`config.mk`:
```
export PLATFORM = sky130hd
export DESIGN_NAME = rsa_controller
export DESIGN_NICKNAME = d
export VERILOG_FILES = /design/src/rtl/rsa_controller.sv
export SDC_FILE = /design/constraint.sdc
export NUM_CORES = 1
export LEC_CHECK = 0
export ABC_AREA = 1
export ABC_CLOCK_PERIOD_IN_PS = 2500
export CAP_MARGIN = 20
export CORE_UTILIZATION = 50
export CTS_CLUSTER_DIAMETER = 30
export DETAILED_ROUTE_END_ITERATION = 16
export GPL_TIMING_DRIVEN = 1
export PLACE_DENSITY = 0.85
export RECOVER_POWER = 100
export SLEW_MARGIN = 25
export SYNTH_ARGS = -nofsm -noshare
export SYNTH_HDL_FRONTEND = slang
export SYNTH_SLANG_ARGS = --single-unit
```
`constraint.sdc`:
```
create_clock -name clk -period 2.5 [get_ports clk]
set_clock_uncertainty 0.15 [all_clocks]
set_input_delay 0.25 -clock clk [delete_from_list [all_inputs] [get_ports clk]]
set_output_delay 0.25 -clock clk [all_outputs]
set_load 0.02 [all_outputs]
```
`src/rtl/rsa_controller.sv`:
```
// Control FSM for the RSA square-and-multiply datapath: sequences exponent/modulus loads,
// message initialisation, the multiply/modulo loop and result hand-off. Moore, registered outputs.
module rsa_controller #(
  parameter int MAX_MULT     = 256,
  parameter int INIT_TIMEOUT = 8
) (
  input  logic clk,
  input  logic reset,
  input  logic start,
  input  logic load_e,
  input  logic load_n,
  input  logic is_init_done,
  input  logic is_multiplication_done,
  input  logic result_ack,
  output logic initialize,
  output logic en_multiply,
  output logic en_modulo,
  output logic done,
  output logic update_e,
  output logic update_n,
  output logic busy,
  output logic result_valid,
  output logic error
);

  localparam int              TW         = $clog2(INIT_TIMEOUT + 1);
  localparam logic [8:0]      MULT_LIMIT = 9'(MAX_MULT);
  localparam logic [TW-1:0]   WAIT_LAST  = TW'(INIT_TIMEOUT - 1);

  typedef enum logic [3:0] {
    S_IDLE, S_LOAD, S_INIT, S_SYNC, S_WAIT_INIT, S_CHECK,
    S_MULT, S_MOD, S_DONE, S_HOLD, S_ERROR
  } state_e;

  state_e        state_q, state_d;
  logic [8:0]    mult_cnt_q, mult_cnt_d;
  logic [TW-1:0] wait_cnt_q, wait_cnt_d;
  logic          ld_e_q, ld_e_d, ld_n_q, ld_n_d;
  logic          init_q, init_d, mul_q, mul_d, mod_q, mod_d, done_q, done_d;
  logic          upd_e_q, upd_e_d, upd_n_q, upd_n_d;
  logic          busy_q, busy_d, rv_q, rv_d, err_q, err_d;

  always_comb begin
    state_d    = state_q;
    mult_cnt_d = mult_cnt_q;
    wait_cnt_d = wait_cnt_q;
    ld_e_d     = ld_e_q;
    ld_n_d     = ld_n_q;
    case (state_q)
      S_IDLE: begin
        // a load request pre-empts a simultaneous start, which is dropped
        if (load_e || load_n) begin
          state_d = S_LOAD;
          ld_e_d  = load_e;
          ld_n_d  = load_n;
        end else if (start) begin
          state_d = S_INIT;
        end
      end
      S_LOAD: state_d = S_IDLE;
      S_INIT: begin
        mult_cnt_d = '0;
        state_d    = S_SYNC;
      end
      S_SYNC: begin
        wait_cnt_d = '0;
        state_d    = S_WAIT_INIT;
      end
      S_WAIT_INIT: begin
        if (is_init_done)                state_d = S_CHECK;
        else if (wait_cnt_q == WAIT_LAST) state_d = S_ERROR;
        else                             wait_cnt_d = wait_cnt_q + TW'(1);
      end
      S_CHECK: begin
        if (is_multiplication_done)       state_d = S_DONE;
        else if (mult_cnt_q == MULT_LIMIT) state_d = S_ERROR;
        else                              state_d = S_MULT;
      end
      S_MULT: begin
        mult_cnt_d = mult_cnt_q + 9'd1;
        state_d    = S_MOD;
      end
      S_MOD:   state_d = S_CHECK;
      S_DONE:  state_d = S_HOLD;
      S_HOLD:  if (result_ack) state_d = S_IDLE;
      S_ERROR: if (result_ack) state_d = S_IDLE;
      default: state_d = S_IDLE;
    endcase

    // outputs are registered copies of the decode of the next state
    init_d  = (state_d == S_INIT);
    mul_d   = (state_d == S_MULT);
    mod_d   = (state_d == S_MOD);
    done_d  = (state_d == S_DONE);
    upd_e_d = (state_d == S_LOAD) && ld_e_d;
    upd_n_d = (state_d == S_LOAD) && ld_n_d;
    busy_d  = (state_d != S_IDLE);
    rv_d    = (state_d == S_HOLD);
    err_d   = (state_d == S_ERROR);
  end

  always_ff @(posedge clk) begin
    if (reset) begin
      state_q    <= S_IDLE;
      mult_cnt_q <= '0;
      wait_cnt_q <= '0;
      ld_e_q     <= 1'b0;
      ld_n_q     <= 1'b0;
      init_q     <= 1'b0;
      mul_q      <= 1'b0;
      mod_q      <= 1'b0;
      done_q     <= 1'b0;
      upd_e_q    <= 1'b0;
      upd_n_q    <= 1'b0;
      busy_q     <= 1'b0;
      rv_q       <= 1'b0;
      err_q      <= 1'b0;
    end else begin
      state_q    <= state_d;
      mult_cnt_q <= mult_cnt_d;
      wait_cnt_q <= wait_cnt_d;
      ld_e_q     <= ld_e_d;
      ld_n_q     <= ld_n_d;
      init_q     <= init_d;
      mul_q      <= mul_d;
      mod_q      <= mod_d;
      done_q     <= done_d;
      upd_e_q    <= upd_e_d;
      upd_n_q    <= upd_n_d;
      busy_q     <= busy_d;
      rv_q       <= rv_d;
      err_q      <= err_d;
    end
  end

  assign initialize   = init_q;
  assign en_multiply  = mul_q;
  assign en_modulo    = mod_q;
  assign done         = done_q;
  assign update_e     = upd_e_q;
  assign update_n     = upd_n_q;
  assign busy         = busy_q;
  assign result_valid = rv_q;
  assign error        = err_q;

endmodule

```
==> results by group <==
Outcome
  • Status: finished clean

STA
  • RSZ-0062 raised after global routing: false
  • Highest clock rate: ~0.54 GHz
  • Worst rel slew slack: roughly 61%
  • Slew Limit Fails: 0
  • Tightest Pin Transition: between 500 and 600 ps
  • Final period utilization: between 70 and 80%
  • Endpoints failing setup: 0
  • Final Hold Fails: 0
  • Fin Setup TNS: 0 ps
  • Clock period minus worst slack: about 1800 ps

Synth
  • Mapped cell area: 1390 um2
  • Unique masters post-synth: 22
  • Cell count after synthesis: roughly 210
  • Most numerous cell in the Yosys netlist: nand2_1
  • Top cells by area, synth: dfxtp_1, nand2_1, inv_1, nor2_1, nand3_1
  • FF+latch count, synth: 26
  • Area leader, netlist: dfxtp_1
  • EDFF count, synth: 0
  • Async S/R FF share, synth: 0%
  • Post-synth top area share: between 30% and 40%
  • Commonest cells post-synth: nand2_1, inv_1, nor2_1, dfxtp_1, nand3_1
  • Post-synth net total: ~230
  • Syn. warnings: 0
  • Avg Inst Size Synth: 6.51 um2
  • Synth Flop Type: dfxtp_1
  • Register area share after synthesis: a little under two fifths

Min path
  • Min-delay worst type: in2reg
  • Hold depth: 3
  • Hold EP: update_n
  • Worst Hold Launch: load_n

Global routing
  • Initial antenna violation count: 0
  • Vias in the first global route: 1,143
  • GRT Util Overall: 21.6%
  • Largest net degree at the start of global routing: 16
  • First-pass GRT wire length: 4.68 mm
  • GRT overflow: 0

Layout
  • Syn-to-layout area delta: 15.5%
  • Antenna Diode Count: 0
  • Proportion of layout cells with a drive suffix above 1: a little under 4%
  • Fin util: 63.2%
  • Layout fillers: 247
  • Nets@finish: ~250

Setup path
  • Buf/Inv on CP: 3
  • Critical path cell sequence: inv_1 -> nand2_1 -> inv_1 -> nand2_1 -> nand2_1 -> inv_1 -> nand3_1 -> nor3_1
  • Critical Path Fanout Max: 10
  • Reg-to-Reg End: done
  • Reg2reg start: state_q[0]
  • CP required: 2590 ps
  • Reg2reg setup slack: 660 ps
  • Critical path's top delay family: simple AND/OR/NAND/NOR gates
  • Worst r2r path cells: 8
  • Levels on crit path: 8
  • CP Capture Type: flop
  • CP Launch Type: flop
  • Slowest stage delay, CP: approximately 450 ps
  • Slowest stage cell, crit path: dfxtp_1
  • Worst path arrival time: 1930 ps
  • Critical path start-end classification: reg2reg

Clock network
  • Max H-tree Level: 1
  • TritonCTS Buffers: 3
  • TritonCTS clock tree: built
  • Clock Tree Buf Depth: 2
  • Root buf cell: clkbuf_4
  • Setup bufs post-CTS: 0
  • CTS resizes: 0
  • Hold Buf Count CTS: 0
  • Clk pin slew, worst setup/hold paths: ~160 ps
  • Clock latency on the worst-skew pair: 330 ps
  • CTS Sinks: 26

Die
  • Die height: ~55 um
  • Full die area: ~3000 um2
  • Die Width: roughly 55 um
  • Ports: 17
  • Core Footprint: 2540 um2
  • Site row count: 18
  • Initial core utilization: between 50% and 60%

Power
  • Comb power frac: around 15%
  • Clk pwr share: between 30 and 40%
  • Leakage: between 0.0007 and 0.0008 uW
  • Flop pwr share: between 50% and 60%
  • Maximum vdd drop: around 460 uV
  • Pwr dens: approximately 540 nW/um2
  • Internal power: approximately 640 uW
  • Total power: ~860 uW
  • Switching portion of total power: a little over a quarter
  • NetSw: approximately 230 uW

Routing
  • # DRC: 0
  • DRT iter0 DRCs: between 50 and 60
  • Metal2 WL: ~1.3 mm
  • ANT nets after route: 0
  • Met1 wire length: around 1.4 mm
  • Top layer in use: met4
  • DR vias: 1,358
  • Drt wl/cell: 11.1 um
  • Pre-antenna DRT Iters: 4
  • Routed wl met3: ~140 um
  • Vias per cell: 5.16
  • Routed WL: 2.93 mm

Job
  • Max cap viols: 0

Placement
  • DP HPWL: around 2.2 mm
  • PortBufs: 16
  • Global placement routability congestion: between 0.9 and 1
[metrics by stage]
step	instances	hold WS [ps]	area, um2	worst slack, ps
floorplan	214	178	1390	1130
global placement	259	312	1590	895
detailed placement	259	315	1590	802
CTS	263	335	1640	804
global route	263	326	1610	439
finish	263	336	1610	657
[worst min-delay path: stages]
cell and delay, ps:
clkdlybuf4s50_1 440, nand2_1 80, nor2_1 30
[kinds of logic (layout without fill, tap and decap cells)]
group           after synthesis  after routing  synth area share, %
xor+xnor                      1              1                0.629
compound gates               27             27                 11.0
flops                        26             26                 37.4
buf+inv                      38             57                 10.2
fa+ha+maj                     3              3                 2.70
simple gates                119            119                 38.1
[worst max-delay path by stage]
| stage | from | endpoint | slack [ps] |
|---|---|---|---|
| floorplan | wait_cnt_q[0] | wait_cnt_q[0] | 1130 |
| global placement | load_n | done | 900 |
| detailed placement | load_n | done | 800 |
| CTS | done | done | 800 |
| global route | state_q[1] | mult_cnt_q[4] | 440 |
| finish | state_q[0] | done | 660 |
[sequential cells by signal (all words and copies together) (netlist names)]
name and cells:
busy 1, done 1, en_modulo 1, en_multiply 1, error 1, initialize 1
mult_cnt_q 9, result_valid 1, state_q 4, update_e 1, update_n 1, wait_cnt_q 4
[layout by cell type, fill, tap and decap left out, types with 2 or more instances in the layout]
master,n
inv_1,36
dfxtp_1,26
a21oi_1,14
a211oi_1,2
nor3_1,4
clkdlybuf4s50_1,7
a221oi_1,2
nand3_1,19
ha_1,3
a31oi_1,2
nor2_4,2
nand2_1,58
clkbuf_4,3
dlygate4sd3_1,9
o21ai_0,5
nor2_1,34
[power groups by stage]
| stage | Sequential [uW] | Combinational [uW] | Clock (uW) |
|---|---|---|---|
| after floorplan | 456 | 84.4 | 0 |
| after global placement | 448 | 140 | 0 |
| after detailed placement | 448 | 141 | 0 |
| after CTS | 439 | 141 | 298 |
| after global routing | 441 | 148 | 319 |
| final | 439 | 131 | 295 |
[routing by layer]
metal	GRT usage, %	vias up
met5	0	-
met4	7.69	0
met3	3.61	6
met2	33.7	36
met1	29.4	606
li1	-	710
[final cells by class]
| type | count | area (um2) | area share, % |
|---|---|---|---|
| Clock inverter | 1 | 30.0 | 1.87 |
| Multi-Input combinational cell | 150 | 694 | 43.2 |
| Clock buffer | 3 | 22.5 | 1.40 |
| Sequential cell | 26 | 520 | 32.4 |
| Tap cell | 30 | 37.5 | 2.33 |
| Inverter | 36 | 135 | 8.40 |
| Timing Repair Buffer | 17 | 168 | 10.4 |
(Power assumes the default switching activity.)
